$ cat config.mk
export PLATFORM = sky130hd
export DESIGN_NAME = temp_feeder
export DESIGN_NICKNAME = d
export VERILOG_FILES = /design/src/rtl/temp_pkg.sv /design/src/rtl/temp_fifo.sv /design/src/rtl/temp_feeder.sv
export SDC_FILE = /design/constraint.sdc
export NUM_CORES = 1
export LEC_CHECK = 0
export CORE_MARGIN = 5
export CORE_UTILIZATION = 50
export DETAILED_ROUTE_END_ITERATION = 10
export HOLD_SLACK_MARGIN = 0.03
export PLACE_DENSITY_LB_ADDON = 0.15
export RECOVER_POWER = 50
export SYNTH_ARGS = -nofsm -noshare
export SYNTH_HDL_FRONTEND = slang
export SYNTH_HIERARCHICAL = 1
export SYNTH_SLANG_ARGS = --single-unit
$ cat constraint.sdc
create_clock -name clk -period 7.8 [get_ports clk]
set_input_delay 1.56 -clock clk [delete_from_list [all_inputs] [get_ports clk]]
set_output_delay 1.56 -clock clk [all_outputs]
set_load 0.005 [all_outputs]
$ cat src/rtl/temp_pkg.sv
// Shared temperature-sample definitions used by the feeder and the averager.
// Samples are two's complement; the clamp saturates into a legal window.
package temp_pkg;

  localparam int TEMP_W   = 10;
  localparam int TEMP_MIN = -400;
  localparam int TEMP_MAX = 400;

  typedef logic signed [TEMP_W-1:0] temp_t;

  // Saturate v into [lo, hi]; compares stay at sample width, no widening.
  function automatic temp_t temp_clamp(input temp_t v, input temp_t lo, input temp_t hi);
    temp_t r;
    if (v < lo) begin
      r = lo;
    end else if (v > hi) begin
      r = hi;
    end else begin
      r = v;
    end
    return r;
  endfunction

endpackage

$ cat src/rtl/temp_fifo.sv
// Synchronous sample FIFO with flush; pointers wrap naturally (DEPTH is a power of two).
module temp_fifo #(
  parameter int W     = 10,
  parameter int DEPTH = 8
) (
  input  logic                  clk,
  input  logic                  rst_n,
  input  logic                  push,
  input  logic                  pop,
  input  logic                  flush,
  input  logic [W-1:0]          wr_data,
  output logic [W-1:0]          rd_data,
  output logic [$clog2(DEPTH):0] count,
  output logic                  full,
  output logic                  empty
);

  localparam int AW = $clog2(DEPTH);
  localparam int CW = AW + 1;
  localparam logic [CW-1:0] DEPTH_C = CW'(DEPTH);

  logic [W-1:0]  mem_r [DEPTH];
  logic [AW-1:0] wr_ptr_r;
  logic [AW-1:0] rd_ptr_r;
  logic [CW-1:0] count_r;
  logic          do_push_s;
  logic          do_pop_s;

  // Qualify requests against occupancy; flush overrides both.
  always_comb begin
    do_push_s = push && (count_r != DEPTH_C) && !flush;
    do_pop_s  = pop && (count_r != CW'(0)) && !flush;
  end

  // Storage array, left unreset so it can map onto plain memory.
  always_ff @(posedge clk) begin
    if (do_push_s) begin
      mem_r[wr_ptr_r] <= wr_data;
    end
  end

  // Pointer and occupancy bookkeeping.
  always_ff @(posedge clk or negedge rst_n) begin
    if (!rst_n) begin
      wr_ptr_r <= AW'(0);
      rd_ptr_r <= AW'(0);
      count_r  <= CW'(0);
    end else if (flush) begin
      wr_ptr_r <= AW'(0);
      rd_ptr_r <= AW'(0);
      count_r  <= CW'(0);
    end else begin
      if (do_push_s) begin
        wr_ptr_r <= wr_ptr_r + AW'(1);
      end
      if (do_pop_s) begin
        rd_ptr_r <= rd_ptr_r + AW'(1);
      end
      case ({do_push_s, do_pop_s})
        2'b10:   count_r <= count_r + CW'(1);
        2'b01:   count_r <= count_r - CW'(1);
        default: count_r <= count_r;
      endcase
    end
  end

  assign rd_data = mem_r[rd_ptr_r];
  assign count   = count_r;
  assign full    = (count_r == DEPTH_C);
  assign empty   = (count_r == CW'(0));

endmodule

$ cat src/rtl/temp_feeder.sv
// Paced sample source for the temperature averager: clamps incoming samples,
// queues them, and presents one per DIV clocks with a single-cycle shift_en.
module temp_feeder
  import temp_pkg::*;
#(
  parameter int W     = TEMP_W,
  parameter int DEPTH = 8,
  parameter int DIV   = 2,
  parameter int TMIN  = TEMP_MIN,
  parameter int TMAX  = TEMP_MAX
) (
  input  logic                   clk,
  input  logic                   rst_n,
  input  logic                   in_valid,
  input  logic [W-1:0]           in_data,
  output logic                   in_ready,
  input  logic                   flush,
  output logic [W-1:0]           tempvalue,
  output logic                   shift_en,
  output logic [$clog2(DEPTH):0] count,
  output logic                   clipped,
  output logic                   underrun
);

  localparam int DW = (DIV > 1) ? $clog2(DIV) : 1;
  localparam logic [DW-1:0] DIV_LAST = DW'(DIV - 1);
  localparam temp_t TMIN_T = temp_t'(TMIN);
  localparam temp_t TMAX_T = temp_t'(TMAX);

  logic [DW-1:0] div_cnt_r;
  logic          started_r;
  logic [W-1:0]  tempvalue_r;
  logic          shift_en_r;
  logic          clipped_r;
  logic          underrun_r;

  logic          tick_s;
  logic          push_s;
  logic          pop_s;
  logic          clip_s;
  logic          full_s;
  logic          empty_s;
  logic [W-1:0]  clamped_s;
  logic [W-1:0]  head_s;

  // Clamp the incoming sample and qualify push/pop against FIFO state.
  always_comb begin
    clamped_s = W'(temp_clamp(temp_t'(in_data), TMIN_T, TMAX_T));
    clip_s    = (clamped_s != in_data);
    tick_s    = (div_cnt_r == DIV_LAST);
    push_s    = in_valid && !full_s;
    pop_s     = tick_s && !empty_s;
  end

  temp_fifo #(
    .W     (W),
    .DEPTH (DEPTH)
  ) u_fifo (
    .clk     (clk),
    .rst_n   (rst_n),
    .push    (push_s),
    .pop     (pop_s),
    .flush   (flush),
    .wr_data (clamped_s),
    .rd_data (head_s),
    .count   (count),
    .full    (full_s),
    .empty   (empty_s)
  );

  // Pacing counter, output registers and sticky status flags.
  always_ff @(posedge clk or negedge rst_n) begin
    if (!rst_n) begin
      div_cnt_r   <= DW'(0);
      started_r   <= 1'b0;
      tempvalue_r <= W'(0);
      shift_en_r  <= 1'b0;
      clipped_r   <= 1'b0;
      underrun_r  <= 1'b0;
    end else if (flush) begin
      // tempvalue deliberately holds so the averager never sees a spurious value
      div_cnt_r  <= DW'(0);
      started_r  <= 1'b0;
      shift_en_r <= 1'b0;
      clipped_r  <= 1'b0;
      underrun_r <= 1'b0;
    end else begin
      if (tick_s) begin
        div_cnt_r <= DW'(0);
      end else begin
        div_cnt_r <= div_cnt_r + DW'(1);
      end

      if (pop_s) begin
        tempvalue_r <= head_s;
        shift_en_r  <= 1'b1;
        started_r   <= 1'b1;
      end else begin
        shift_en_r <= 1'b0;
        if (tick_s && started_r) begin
          underrun_r <= 1'b1;
        end
      end

      if (push_s && clip_s) begin
        clipped_r <= 1'b1;
      end
    end
  end

  assign in_ready  = !full_s;
  assign tempvalue = tempvalue_r;
  assign shift_en  = shift_en_r;
  assign clipped   = clipped_r;
  assign underrun  = underrun_r;

endmodule

==> flow_summary.ini, run 1 <==
[run_status]
status = finished with violations
violations = capacitance limit, slew limit

[setup_path]
start_kind = primary input
critical_path_arrival_ns = 4.07
critPathKind = primary input to flop
required_ns = 7.87
critPathMaxFanout = 10
cp-end-kind = flop

[global_route]
antenna_found_initial = 0
overflow = 0
grt_pass1_vias = 2351
grt_max_degree = 26
grt_pass1_wl_um = 13200
grt.total_usage_pct = 15.9

[synthesis]
synth_mux_area_share_pct = 16.8
synth_xor_xnor_area_share_pct = 1.18
ys_ff_latch = 105
synth_top_area_share_pct = 53.9
yosys-top-cells-count = 80 x edfxtp_1, 25 x dfrtp_1, 22 x nor2_1, 20 x mux4_2
async_flop_share_pct = 23.8
synthTopCellsByArea = edfxtp_1 54%, dfrtp_1 14%, mux4_2 10%
synthSimpleGateAreaFrac_pct = 7.95
synth_most_common_cell = edfxtp_1
ys.flop_type = edfxtp_1
yosysSeqAreaShare_pct = 68.0
syn_nets = 271
synth.distinct_cells = 40
synth_top_family_by_area = multiplexers
yosysTopAreaCell = edfxtp_1
synth_adder_area_share_pct = 1.57
syn_area_per_cell_sq_um = 17.7
syn_inst = 252
synth-compound-area-share_pct = 2.53
synth_edf_count = 80
syn-cell-area_sq_um = 4450
ys_warn_count = 6

[run]
drv_cap = 2

[cts]
ctsResizeCount = 0
cts_sinks = 105
cts_buffer_depth = 2
cts_root_buffer = clkbuf_8
cts_made_buffers = 9
cts_tree = yes
clkLatencyLatePin_ns = 0.36
htree_num_levels = 3
cts_setup_buffers = 0
clk_pin_slew_ns = 0.09
holdBufCountCts = 0

[die]
boundaryPins = 32
coreArea_sq_um = 8720
rows = 34
die_h_um = 104
initial_core_util_pct = 51.1
die-area_sq_um = 10900
die_x_um = 104

[power_and_ir_drop]
power_mw = 1.29
p_leak_nw = 1.76
ir_worst_vdd_mv = 0.119
power_density_nw_per_um2 = 259

[finish]
num_antenna_cells = 0
stdcell_area_sq_um = 4980
drive_above_1_share_pct = 22.1
syn_to_final_growth_pct = 11.9
nets = 304
final_core_util_pct = 57.2

[timing]
rsz0062_at_grt = false
hold_viol = 0
min_period_ns = 4.00
setup_viol = 0
slew_viol_final = 38
fin_skew_ns = 0.0108
finalSetupTns_ns = 0
finalCritPeriodShare_pct = 51.3
slew_headroom_pct = -9.50
fmax_ghz = 0.250
tightestPinTransition_ns = 1.64
holdWs_ns = 0.469

[placement]
port_buffers = 31
place.gp.congestion = 0.776
hpwl_um = 5240
placed_cell_area_sq_um = 4850

[route]
ant_nets = 0
route.top_layer_used = met4
dr.pass1.iters = 4
drc = 0
m1WireLength_um = 3840
wl_met3_um = 360
drtIter0Drc = 121
route.met2.wl_um = 3900
drt_wl_total_um = 8180
wire_per_inst_um = 20.6
viasPerCell = 5.61
vias = 2232

[worst_hold_path]
hold_class = flop to flop
-- cell families (layout without fill, tap and decap cells) --
family	after synthesis	count (layout)
AO/OA/AOI/OAI	14	14
XOR/XNOR	6	6
adder cells (fa/ha/maj)	5	5
buffers and inverters	16	54
flip-flops	105	105
multiplexers	44	44
AND/OR/NAND/NOR	62	62
-- layout make-up --
| cell class | count | area (sq um) |
|---|---|---|
| tap | 108 | 135 |
| timing repair buffer | 35 | 337 |
| inverter | 3 | 11.3 |
| sequential | 105 | 3030 |
| fill | 663 | 3740 |
| clock inverter | 6 | 33.8 |
| multi-input combinational | 131 | 1310 |
| clock buffer | 10 | 128 |
-- path summary, 6_finish.rpt --
kind / startpoint / endpoint / slack [ns] / cells after the start
setup / recovery: in_valid / u_fifo/mem_r[0][4] / 3.80 / 6
hold / removal: div_cnt_r / div_cnt_r / 0.47 / 1
setup reg to reg: u_fifo/count[1] / u_fifo/count[3] / 4.48 / 10
hold reg to reg: div_cnt_r / div_cnt_r / 0.47 / 1
max in group asynchronous: rst_n / u_fifo/rd_ptr_r[1] / 4.79 / 2
min in group asynchronous: rst_n / tempvalue[1] / 2.10 / 2
-- sequential cells by signal (all words and copies together), names as in the netlist --
signal	flops
shift_en	1
u_fifo/rd_ptr_r	3
div_cnt_r	1
u_fifo/wr_ptr_r	3
started_r	1
tempvalue	10
u_fifo/mem_r	80
u_fifo/count	4
underrun	1
clipped	1
-- layout by cell type (no fill, tap or decap), drive strengths merged, types with 2 or more instances in the layout --
cell type	count
buf	3
nor3	3
a211oi	4
edfxtp	80
xnor2	3
xor2	3
mux2	20
dfrtp	25
clkbuf	11
inv	4
clkdlybuf4s50	11
nand2	11
mux4	20
nor2	22
mux2i	4
and3	4
dlygate4sd3	20
a21oi	5
ha	4
clkinv	4
or4b	2
nor4b	2
nand3	5
nand2b	4
nor2b	4
-- metal layers --
layer,track usage (%),up-vias
met2,23.1,52
met4,5.55,0
li1,-,1040
met3,3.91,4
met1,23.6,1136
met5,0,-
-- power by group --
part	total (mW)	internal [mW]	switching, mW
logic	0.305	0.180	0.125
clock network	0.288	0.114	0.174
registers	0.701	0.658	0.0429
-- per-stage QoR --
step,worst slack [ns],instances
3_5_place_dp,3.51,382
5_1_grt,3.64,398
4_1_cts,3.89,398
6_report,3.80,398
3_3_place_gp,3.52,382
2_1_floorplan,4.28,252
-- critical path: stages --
cell and delay (ns):
dlygate4sd3_1 0.51, nor2b_1 0.50, and3b_1 0.27, nand2b_1 0.11
nor3_1 0.82, buf_4 0.29
(Power assumes the default switching activity.)
==> run 2, diff against run 1 <==
clock period = 3.5 ns   (was 7.8 ns; I/O delays follow)
==> run 2 against run 1 <==
The flow still finishes with violations (capacitance limit, slew limit). Clock-buffer cell count unchanged. Sequential power up 120%. Hold slack worse by 0.0026 ns. Combinational power grew 120%. Global-route usage decreased by 0.24 points.
==> flow_summary.ini, run 2 (synthesis results as in run 1) <==
[die]
die_h_um = 104
boundaryPins = 32
die-area_sq_um = 10900
die_x_um = 104
initial_core_util_pct = 51.1
coreArea_sq_um = 8720
rows = 34

[setup_path]
crit_path_max_incr_delay_ns = 1.00
crit_chain = o41ai_1, a21oi_2, nor2b_1, ha_1, a21oi_1, nand2_1, or4b_1, o311ai_1
critPathMaxFanout = 9
start_kind = flop
critPathSlowestCell = o41ai_1
critPathKind = flop to flop
critical_path_arrival_ns = 3.40
required_ns = 3.75
cp-end-kind = flop

[finish]
syn_to_final_growth_pct = 13.6
num_antenna_cells = 0
stdcell_area_sq_um = 5060
final_cell_mix = 80 x edfxtp_1, 25 x dfrtp_1, 22 x nor2_1
largest_register_ffs = 80
nets = 314
layout_commonest_cell = edfxtp_1
largest-register = u_fifo/mem_r
final_core_util_pct = 58.0
drive_above_1_share_pct = 23.3

[timing]
holdWs_ns = 0.467
fin_skew_ns = 0.00985
slew_headroom_pct = -4.58
hold_viol = 0
min_period_ns = 3.15
slew_viol_final = 38
finalSetupTns_ns = 0
rsz0062_at_grt = false
tightestPinTransition_ns = 1.57
finalCritPeriodShare_pct = 90.0
fmax_ghz = 0.317
setup_viol = 0

[cts]
cts_made_buffers = 9
cts_root_buffer = clkbuf_8
cts_sinks = 105
clk_pin_slew_ns = 0.09
htree_num_levels = 3
holdBufCountCts = 0
ctsResizeCount = 0
clkLatencyLatePin_ns = 0.36
cts_tree = yes
cts_setup_buffers = 0
cts_buffer_depth = 2

[route]
dr.pass1.iters = 4
viasPerCell = 5.59
drc = 0
ant_nets = 0
wire_per_inst_um = 19.4
drtIter0Drc = 130
vias = 2282
drt_wl_total_um = 7920

[worst_hold_path]
hold_class = flop to flop

[power_and_ir_drop]
p_leak_nw = 1.81
ir_worst_vdd_mv = 0.323
power_density_nw_per_um2 = 568

[placement]
hpwl_um = 5160
port_buffers = 31
placed_cell_area_sq_um = 4930
place.gp.congestion = 0.783

[run_status]
violations = capacitance limit, slew limit
status = finished with violations

[global_route]
grt_pass1_wl_um = 13100
grt_pass1_vias = 2403
overflow = 0
grt.total_usage_pct = 15.7
grt_max_degree = 26
antenna_found_initial = 0

[run]
drv_cap = 2
[run 2: area by class of cell]
type / count / area (sq um)
clock inverters: 6 / 35.0
repair buffers: 45 / 404
inverters: 3 / 11.3
multi-input cells: 131 / 1320
clock buffers: 10 / 128
fillers: 672 / 3660
flip-flops and latches: 105 / 3030
well taps: 108 / 135
[run 2: power breakdown]
| group | total [mW] | switching [mW] | internal, mW | leakage (nW) |
|---|---|---|---|---|
| registers | 1.56 | 0.0945 | 1.47 | 1.05 |
| logic | 0.672 | 0.269 | 0.403 | 0.680 |
| clock network | 0.642 | 0.387 | 0.254 | 0.0835 |
[run 2: final timing paths]
check                           startpoint              end  slack, ns  depth (start not counted)
setup / recovery           u_fifo/count[0]  u_fifo/count[3]       0.35                          8
hold / removal                   div_cnt_r        div_cnt_r       0.47                          1
hold reg to reg                  div_cnt_r        div_cnt_r       0.47                          1
max in group asynchronous            rst_n  u_fifo/count[0]       1.33                          2
setup reg to reg           u_fifo/count[0]  u_fifo/count[3]       0.35                          8
min in group asynchronous            rst_n     tempvalue[0]       1.24                          2
[run 2: metal layers]
layer	GRT usage [%]	share of wire, %	vias up
li1	-	-	1055
met1	22.7	47	1175
met2	24.0	48	43
met3	2.73	3.5	9
met4	5.83	1.4	0
met5	0	0	-
[run 2: stage by stage]
step / std cells / total power [mW] / setup WS, ns
CTS: 408 / 2.95 / 0.327
detailed placement: 392 / 2.31 / 0.355
global placement: 392 / 2.30 / 0.441
global route: 408 / 3.03 / 0.0796
finish: 408 / 2.87 / 0.350
floorplan: 252 / 2.04 / 0.360
[run 2: critical path: cells and delay by family (launching register included)]
kind            cells  cell delay (ns)
compound gates      4             1.39
fa+ha+maj           1             0.32
flops               1             0.51
simple gates        3             0.82
==> run 3, diff against run 2 <==
ABC_AREA = 1   (was default)
GPL_TIMING_DRIVEN = 0   (was default)
==> run 3 against run 2 <==
The run now ends clean. Clock-buffer cell count unchanged. Hold slack better by 0.0078 ns. Largest cell class unchanged. Clock skew down 0.0015 ns. Area after synthesis up 0.96%.
==> flow_summary.ini, run 3 <==
[power_and_ir_drop]
ir_worst_vdd_mv = 0.244
p_sw_mw = 0.864
seqPwrFrac_pct = 53.4
p_clk_share_pct = 23.8
power_frac_comb_pct = 22.8
p_int_mw = 1.98
power_mw = 2.85
p_sw_share_pct = 30.3
p_leak_nw = 1.99
power_density_nw_per_um2 = 561

[setup_path]
critPathKind = primary input to flop
required_ns = 3.49
rr_startpoint = u_fifo/count[3]
crit_end = u_fifo/mem_r[4][3]
start_kind = primary input
reg2reg_depth = 9
critPathMaxFanout = 10
reg2reg_slack_ns = 0.84
rr_endpoint = u_fifo/mem_r[4][3]
startpoint = in_valid
cp-end-kind = flop
critical_path_arrival_ns = 2.69

[cts]
cts_buffer_depth = 2
clkLatencyLatePin_ns = 0.37
cts_sinks = 105
cts_setup_buffers = 0
ctsResizeCount = 0
clk_pin_slew_ns = 0.10
htree_num_levels = 3
cts_root_buffer = clkbuf_8
cts_tree = yes
cts_made_buffers = 9
holdBufCountCts = 0

[synthesis]
yosysTopAreaCell = edfxtp_1
synth_most_common_cell = nand2_1
synth_edf_count = 80
syn_inst = 400
synthTopCellsByArea = edfxtp_1 53%, dfrtp_1 14%, nand2_1 8.7%
syn-cell-area_sq_um = 4500
yosysSeqAreaShare_pct = 67.3
syn_nets = 419
syn_area_per_cell_sq_um = 11.2
ys_warn_count = 6
yosys-top-cells-count = 104 x nand2_1, 80 x edfxtp_1, 41 x nor2_1, 25 x dfrtp_1, 25 x o21ai_0
async_flop_share_pct = 23.8
synth_top_area_share_pct = 53.4
synth.distinct_cells = 27
ys_ff_latch = 105
ys.flop_type = edfxtp_1

[run_status]
status = finished clean

[placement]
placed_cells = 539
placed_cell_area_sq_um = 4940
place.gp.congestion = 0.833
hpwl_um = 6380
port_buffers = 31
pre_cts_slack_ns = 0.425

[finish]
drive_above_1_share_pct = 6.94
multi_input_area_sq_um = 1250
largest-register = u_fifo/mem_r
final_cell_mix = 108 x nand2_1, 80 x edfxtp_1, 43 x nor2_1
nets = 461
stdcell_area_sq_um = 5080
largest_register_ffs = 80
final_core_util_pct = 58.0
final_cells = 555
fillCellCount = 739
regArea_sq_um = 3030
layout_commonest_cell = nand2_1
num_antenna_cells = 0
syn_to_final_growth_pct = 13.0

[timing]
fin_skew_ns = 0.00836
tightestPinTransition_ns = 1.12
slew_headroom_pct = 25.0
finalSetupTns_ns = 0
rsz0062_at_grt = false
slew_viol_final = 0
setup_viol = 0
finalCritPeriodShare_pct = 77.3
holdWs_ns = 0.475
layout_setup_ws_ns = 0.796
min_period_ns = 2.70
fmax_ghz = 0.370
hold_viol = 0

[run]
drv_cap = 0

[die]
initial_core_util_pct = 51.3
die_x_um = 105
boundaryPins = 32
die_h_um = 105
die-area_sq_um = 11000
coreArea_sq_um = 8760
rows = 34

[route]
drt_wl_total_um = 9130
vias = 2965
dr.pass1.iters = 5
wire_per_inst_um = 16.4
ant_nets = 0
viasPerCell = 5.34
drtIter0Drc = 109
drc = 0

[global_route]
grt_pass1_wl_um = 14900
grt.total_usage_pct = 17.4
overflow = 0
grt_max_degree = 26
grt_pass1_vias = 2842
antenna_found_initial = 0

[worst_hold_path]
hold_class = flop to flop
## run 3: layout make-up
class	instances	share of cell area (%)
multi-input cells	249	24.6
well taps	108	2.66
flip-flops and latches	105	59.6
clock inverters	6	0.862
repair buffers	31	6.11
plain buffers	17	1.53
clock buffers	10	2.51
inverters	29	2.14
## run 3: worst max-delay path: stages
cell and delay, ns:
clkdlybuf4s50_1 0.45, inv_1 0.03, nor2_1 0.18, nand2_1 0.17
nor2_1 0.19, nand2_1 0.15, nor2_1 0.82
## run 3: worst min-delay path by stage
| stage | start | to | slack, ns | cells after the start |
|---|---|---|---|---|
| after global routing | tempvalue[2] | tempvalue[2] | 0.51 | 2 |
| after global placement | div_cnt_r | div_cnt_r | 0.44 | 1 |
| after detailed placement | tempvalue[2] | tempvalue[2] | 0.46 | 2 |
| final | tempvalue[2] | tempvalue[2] | 0.47 | 2 |
| after floorplan | rst_n | clipped | 0.40 | 0 |
| after CTS | div_cnt_r | div_cnt_r | 0.48 | 1 |
## run 3: cells by family (layout without fill, tap and decap cells)
logic type	after synthesis	in the layout	share of synthesized area [%]
AO/OA/AOI/OAI	56	56	7.04
XOR/XNOR	1	1	0.195
adder cells (fa/ha/maj)	5	5	1.56
buffers and inverters	46	93	4.23
flip-flops	105	105	67.3
multiplexers	20	20	4.45
AND/OR/NAND/NOR	167	167	15.2
## run 3: per-layer routing
metal	GRT usage, %	share of wire [%]
met1	24.5	44
met2	26.2	47
met3	3.58	5.5
met4	7.40	3.3
met5	0	0
## run 3: power by group through the flow
| stage | combinational, mW | clock, mW | sequential [mW] |
|---|---|---|---|
| after floorplan | 0.394 | 0 | 1.55 |
| after global placement | 0.689 | 0 | 1.55 |
| after detailed placement | 0.701 | 0 | 1.55 |
| after CTS | 0.703 | 0.685 | 1.53 |
| after global routing | 0.733 | 0.744 | 1.53 |
| final | 0.649 | 0.679 | 1.52 |
==> edit 1, RTL diff (flow settings as in run 2) <==
Register the output `count`, cleared by the reset; this adds one clock of latency there. The other outputs are not delayed to match.
--- a/src/rtl/temp_feeder.sv
+++ b/src/rtl/temp_feeder.sv
@@ -26,6 +26,8 @@
   localparam logic [DW-1:0] DIV_LAST = DW'(DIV - 1);
   localparam temp_t TMIN_T = temp_t'(TMIN);
   localparam temp_t TMAX_T = temp_t'(TMAX);
+
+  logic [$clog2(DEPTH):0] count_d;
 
   logic [DW-1:0] div_cnt_r;
   logic          started_r;
@@ -63,7 +65,7 @@
     .flush   (flush),
     .wr_data (clamped_s),
     .rd_data (head_s),
-    .count   (count),
+    .count   (count_d),
     .full    (full_s),
     .empty   (empty_s)
   );
@@ -114,5 +116,13 @@
   assign clipped   = clipped_r;
   assign underrun  = underrun_r;
 
+  always_ff @(posedge clk or negedge rst_n) begin
+    if (!rst_n) begin
+      count <= '0;
+    end else begin
+      count <= count_d;
+    end
+  end
+
 endmodule
 
Check against the original RTL: not equivalent (a bounded check fails within 4 cycles, from zero or initial values and one cycle with rst_n low).
==> edit 1 against run 2 <==
- the flow still finishes with violations (max-capacitance violations, max-slew violations)
- count of clock-buffer cells in the layout is 1 lower
- sequential power rose by 4%
- routed wire length is 2.7% higher
- die area rose by 0.33%
- total power rose by 1.2%
- worst setup slack got worse by 0.022 ns
- synthesized area increased by 0.37%
- clock skew up 0.0032 ns
- design area is 1.3% higher
- sequential cell count is 4 higher
- critical path type unchanged
- critical endpoint unchanged
==> edit 1: results (changes against run 2) <==
stage,metric,value,unit,change
sta,Max-Slew Margin vs Limit,-18.39,%,-14 points
detailed_routing,initial DRC count,112,,-14%
detailed_routing,vias,2274,,-0.35%
sta,Worst Skew,0.01302,ns,+0.003168 ns
global_routing,largest net degree at the start of global routing,30,,+15%
sta,fin. max-slew vios,30,,-21%
cells_and_area,Fillers,646,,-3.9%
cells_and_area,max reg flops,80,,unchanged
logic_synthesis,mux contribution to synthesized area,16.01,%,-0.82 points
cts,CTS max path bufs,2,,unchanged
cts,postcts setup bufs,0,,unchanged
cts,"Clk pin slew, worst setup/hold paths",0.10,ns,
sta,hold_ws,0.4569,ns,-0.009896 ns
critical_path,worst r2r src,u_fifo/count[1],,
status,violated checks,"max-capacitance violations, max-slew violations",,
cells_and_area,NumNets Final,321,,+2.2%
logic_synthesis,Mapped Nets,277,,+2.2%
place,Placed Instance Area,0.004970,mm²,+0.84%
critical_path,R2R Path End,u_fifo/count[3],,
cts,CTS Root Cell,clkbuf_8,,
critical_path,Critical Path AT,3.44,ns,+0.04 ns
logic_synthesis,xor and xnor fraction of the mapped netlist area,1.175,%,-0.0043 points
logic_synthesis,Synth async-reset ratio,26.61,%,+2.8 points
status,status,"complete, but fails checks",,
global_routing,met1 Usage GRT,21.80,%,-0.85 points
detailed_routing,Wirelength per Cell,19.59,µm,+0.95%
power,peak supply drop,0.2716,mV,-16%
critical_path,reg2reg setup slack,0.33,ns,-0.02 ns
global_routing,vias in the first global route,2352,,-2.1%
place,post-DP HPWL,5.264,mm,+2.1%
cells_and_area,n_diodes,0,,unchanged
logic_synthesis,Synth Area in Compound Gates,2.575,%,+0.047 points
logic_synthesis,Unique masters post-synth,36,,-10%
logic_synthesis,sequential fraction of the synthesis area,69.97,%,+2.0 points
global_routing,all-layer global routing usage,15.92,%,+0.23 points
power,leakage power,1.837,nW,+1.5%
global_routing,met2 Use GR,25.29,%,+1.3 points
cts,H-tree Lvls,3,,unchanged
logic_synthesis,top post-synthesis cells by count,"edfxtp_1 (80), dfrtp_1 (29), nor2_1 (22)",,
critical_path,R2R cell count,10,,+2
worst_hold_path,Worst Min Path Start,div_cnt_r,,
run,Max Cap Viol,1,,-1
worst_hold_path,WHS Endpoint,div_cnt_r,,
cells_and_area,Largest Register,u_fifo/mem_r,,
logic_synthesis,top post-synthesis cells by area,"edfxtp_1 (54%), dfrtp_1 (16%), mux4_2 (10%), mux2_2 (3.3%), nor2_1 (1.8%)",,
place,Placer Congestion,0.7920,,+1.1%
cts,CTS Buf Count,9,,unchanged
logic_synthesis,post-synthesis adder-cell area fraction,1.567,%,-0.0057 points
global_routing,first-pass GRT wire length,13.05,mm,-0.47%
global_routing,routing usage on met3,3.453,%,+0.72 points
cells_and_area,fraction of layout instances using a drive strength above 1,20.20,%,-3.1 points
-- edit 1: layout make-up --
class                           instances  area [µm²]  area share [%]
Clock inverter                          7       50.05          0.9766
Sequential cell                       109        3128           61.04
Tap cell                              108       135.1           2.637
Multi-Input combinational cell        131        1261           24.61
Clock buffer                            9       123.9           2.417
Timing Repair Buffer                   47       411.6           8.032
Inverter                                4       15.01          0.2930
-- edit 1: worst max-delay path by stage --
stage | cells after the start | to | startpoint
after CTS | 10 | u_fifo/count[3] | u_fifo/count[1]
after floorplan | 13 | u_fifo/count[3] | u_fifo/count[0]
final | 10 | u_fifo/count[3] | u_fifo/count[1]
after detailed placement | 10 | u_fifo/count[3] | u_fifo/count[1]
after global placement | 10 | u_fifo/count[3] | u_fifo/count[1]
after global routing | 10 | u_fifo/count[3] | u_fifo/count[1]
-- edit 1: layer usage --
metal | up-vias | routed length (µm) | part of all wire, %
met4 | 0 | 154 | 1.9
met3 | 12 | 240 | 3.0
met5 | - | 0 | 0
li1 | 1079 | - | -
met2 | 40 | 4036 | 50
met1 | 1143 | 3699 | 45
-- edit 1: through the flow --
step,setup slack [ns],std cells,util [%]
after global routing,0.1046,415,58.77
after global placement,0.4082,399,56.99
final,0.3281,415,58.77
after CTS,0.3347,415,58.98
after detailed placement,0.3618,399,56.99
after floorplan,0.3778,258,-
-- edit 1: kinds of logic (layout without fill, tap and decap cells) --
logic type,count (synthesis),after routing
mux,44,44
flops,109,109
xor+xnor,6,6
fa+ha+maj,5,5
compound gates,14,14
buf+inv,18,67
simple gates,62,62
-- edit 1: worst max-delay path, stage by stage, from the launching register on --
cell and delay, ns:
dfrtp_1 0.50, or4b_1 0.69, inv_1 0.12, nor2b_1 0.07, a21oi_2 0.15, nor2b_1 0.29
ha_1 0.32, a21oi_1 0.24, nand2_1 0.10, or4b_1 0.51, o311ai_1 0.09
-- edit 1: where the power goes --
part	total, mW	switching, mW	internal [mW]
Clock	0.669	0.409	0.260
Sequential	1.62	0.0924	1.53
Combinational	0.619	0.268	0.350
Total	2.91	0.770	2.14
==> edit 2, RTL diff (settings of run 2) <==
Without the edit above. `DEPTH` is set to 8 in 2 places; all go to 16.
--- a/src/rtl/temp_fifo.sv
+++ b/src/rtl/temp_fifo.sv
@@ -1,7 +1,7 @@
 // Synchronous sample FIFO with flush; pointers wrap naturally (DEPTH is a power of two).
 module temp_fifo #(
   parameter int W     = 10,
-  parameter int DEPTH = 8
+  parameter int DEPTH = 16
 ) (
   input  logic                  clk,
   input  logic                  rst_n,
--- a/src/rtl/temp_feeder.sv
+++ b/src/rtl/temp_feeder.sv
@@ -4,7 +4,7 @@
   import temp_pkg::*;
 #(
   parameter int W     = TEMP_W,
-  parameter int DEPTH = 8,
+  parameter int DEPTH = 16,
   parameter int DIV   = 2,
   parameter int TMIN  = TEMP_MIN,
   parameter int TMAX  = TEMP_MAX
Interface: changed (resized count); port bits go from 32 to 33. No check against the original RTL was run, so the function may have changed too.
==> edit 2 against run 2 <==
- clock power rose to 3.0 times the old value
- worst setup slack worse by 0.085 ns
- total power is 99% higher
- synthesized area grew 76%
- largest power group unchanged
- critical path depth up 4
- sequential cell count increased by 83
- sequential share of layout area up 1.0 points
- design area rose by 79%
- routed wire length grew 95%
- the flow still finishes with violations (max-capacitance violations, max-slew violations)
- utilization is 1.1 points higher
- critical path type unchanged
- fmax is 2.6% lower
==> edit 2: results (changes against run 2) <==
stage,metric,value,unit,change
place,Placed Cells,709,,+81%
logic_synthesis,"EDFF count, synth",160,,+100%
global_routing,largest net degree at the start of global routing,39,,+50%
detailed_routing,initial DRC count,317,,+140%
global_routing,all-layer global routing usage,18.20,%,+2.5 points
sta,Worst Skew,0.009596,ns,-0.0002544 ns
status,violated checks,"max-capacitance violations, max-slew violations",,
cells_and_area,Fillers,1175,,+75%
cells_and_area,max reg flops,160,,+100%
logic_synthesis,top post-synthesis cells by count,"edfxtp_1 (160), mux2i_1 (44), nor2_1 (41)",,
cts,CTS Buf Count,17,,+8
logic_synthesis,top post-synthesis cells by area,"edfxtp_1 (61%), dfrtp_1 (8.9%), mux4_2 (5.7%), mux2i_1 (5.6%), a221oi_1 (2.2%)",,
logic_synthesis,Synth async-reset ratio,14.89,%,-8.9 points
logic_synthesis,Unique masters post-synth,49,,+23%
detailed_routing,drt total wl,15.47,mm,+95%
sta,Max-Slew Margin vs Limit,-12.68,%,-8.1 points
power,leakage power,3.086,nW,+70%
cts,CTS Root Cell,clkbuf_16,,
cells_and_area,final cell count without fillers,741,,+82%
logic_synthesis,Mapped Nets,487,,+80%
global_routing,vias in the first global route,4261,,+77%
logic_synthesis,Post-Synthesis Cells,464,,+84%
cts,H-tree Lvls,4,,+1
run,Max Cap Viol,2,,unchanged
detailed_routing,met2 wire length,7.594,mm,+100%
place,count of input and output buffers,32,,+3.2%
place,post-DP HPWL,10.05,mm,+95%
global_routing,first-pass GRT wire length,24.48,mm,+87%
status,status,"complete, but fails checks",,
critical_path,critical path peak fanout,7,,-2
sta,fin. max-slew vios,41,,+7.9%
detailed_routing,DR WL met3,686,µm,+150%
[edit 2: cell types whose count changed after synthesis, moves of 6 or more]
| cell | before | now |
|---|---|---|
| mux2i_1 | 4 | 44 |
| edfxtp_1 | 80 | 160 |
| mux2_2 | 11 | 1 |
| clkbuf_1 | 8 | 14 |
| nor2_1 | 22 | 41 |
| nand2_1 | 11 | 21 |
| a221oi_1 | 0 | 20 |
| inv_1 | 3 | 11 |
| a22oi_1 | 0 | 10 |
| o21ai_0 | 0 | 11 |
[edit 2: logic make-up (layout without fill, tap and decap cells)]
| family | Yosys count | in the layout | synth area share, % |
|---|---|---|---|
| adders and majority gates | 9 | 9 | 1.533 |
| muxes | 77 | 77 | 13.67 |
| buffers and inverters | 36 | 102 | 2.283 |
| DFF | 188 | 188 | 70.25 |
| xor gates and xnor gates | 7 | 7 | 0.7824 |
| AOI/OAI and AO/OA | 58 | 58 | 5.572 |
| and+or+nand+nor | 89 | 89 | 5.908 |
[edit 2: metrics by stage]
step / instance area (µm²) / worst slack, ns
3_3_place_gp: 8502 / 0.3233
4_1_cts: 9097 / 0.1875
5_1_grt: 9050 / 0.05695
6_report: 9050 / 0.2647
2_1_floorplan: 7836 / 0.4300
3_5_place_dp: 8502 / 0.2092
[edit 2: power by group]
group / switching [mW] / internal, mW
Sequential: 0.180 / 2.57
Clock: 0.782 / 1.14
Combinational: 0.460 / 0.589
Total: 1.42 / 4.30
[edit 2: critical path, delay by kind of cell, from the launching register on]
kind,cells,cell delay (ns)
buffers and inverters,2,0.27
DFF,1,0.44
AOI/OAI and AO/OA,2,0.29
and+or+nand+nor,7,1.86
adders and majority gates,1,0.27
[edit 2: layout make-up]
| class | instances | share of cell area [%] |
|---|---|---|
| sequential | 188 | 60.87 |
| inverter | 11 | 0.4562 |
| timing repair buffer | 59 | 5.544 |
| clock inverter | 11 | 1.604 |
| clock buffer | 21 | 4.977 |
| multi-input combinational | 240 | 23.63 |
| tap | 211 | 2.917 |
[edit 2: path summary, 6_finish.rpt]
check                                start                 end  slack [ns]  cells past startpoint
setup / recovery           u_fifo/count[1]     u_fifo/count[4]        0.26                     12
hold / removal                   div_cnt_r           div_cnt_r        0.48                      1
setup reg to reg           u_fifo/count[1]     u_fifo/count[4]        0.26                     12
hold reg to reg                  div_cnt_r           div_cnt_r        0.48                      1
max in group asynchronous            rst_n  u_fifo/rd_ptr_r[0]        1.06                      2
min in group asynchronous            rst_n     u_fifo/count[0]        1.24                      2
[edit 2: layer usage]
metal,track usage (%),vias up
met2,29.45,84
li1,-,1926
met4,5.599,0
met3,4.049,11
met5,0,-
met1,24.92,2121
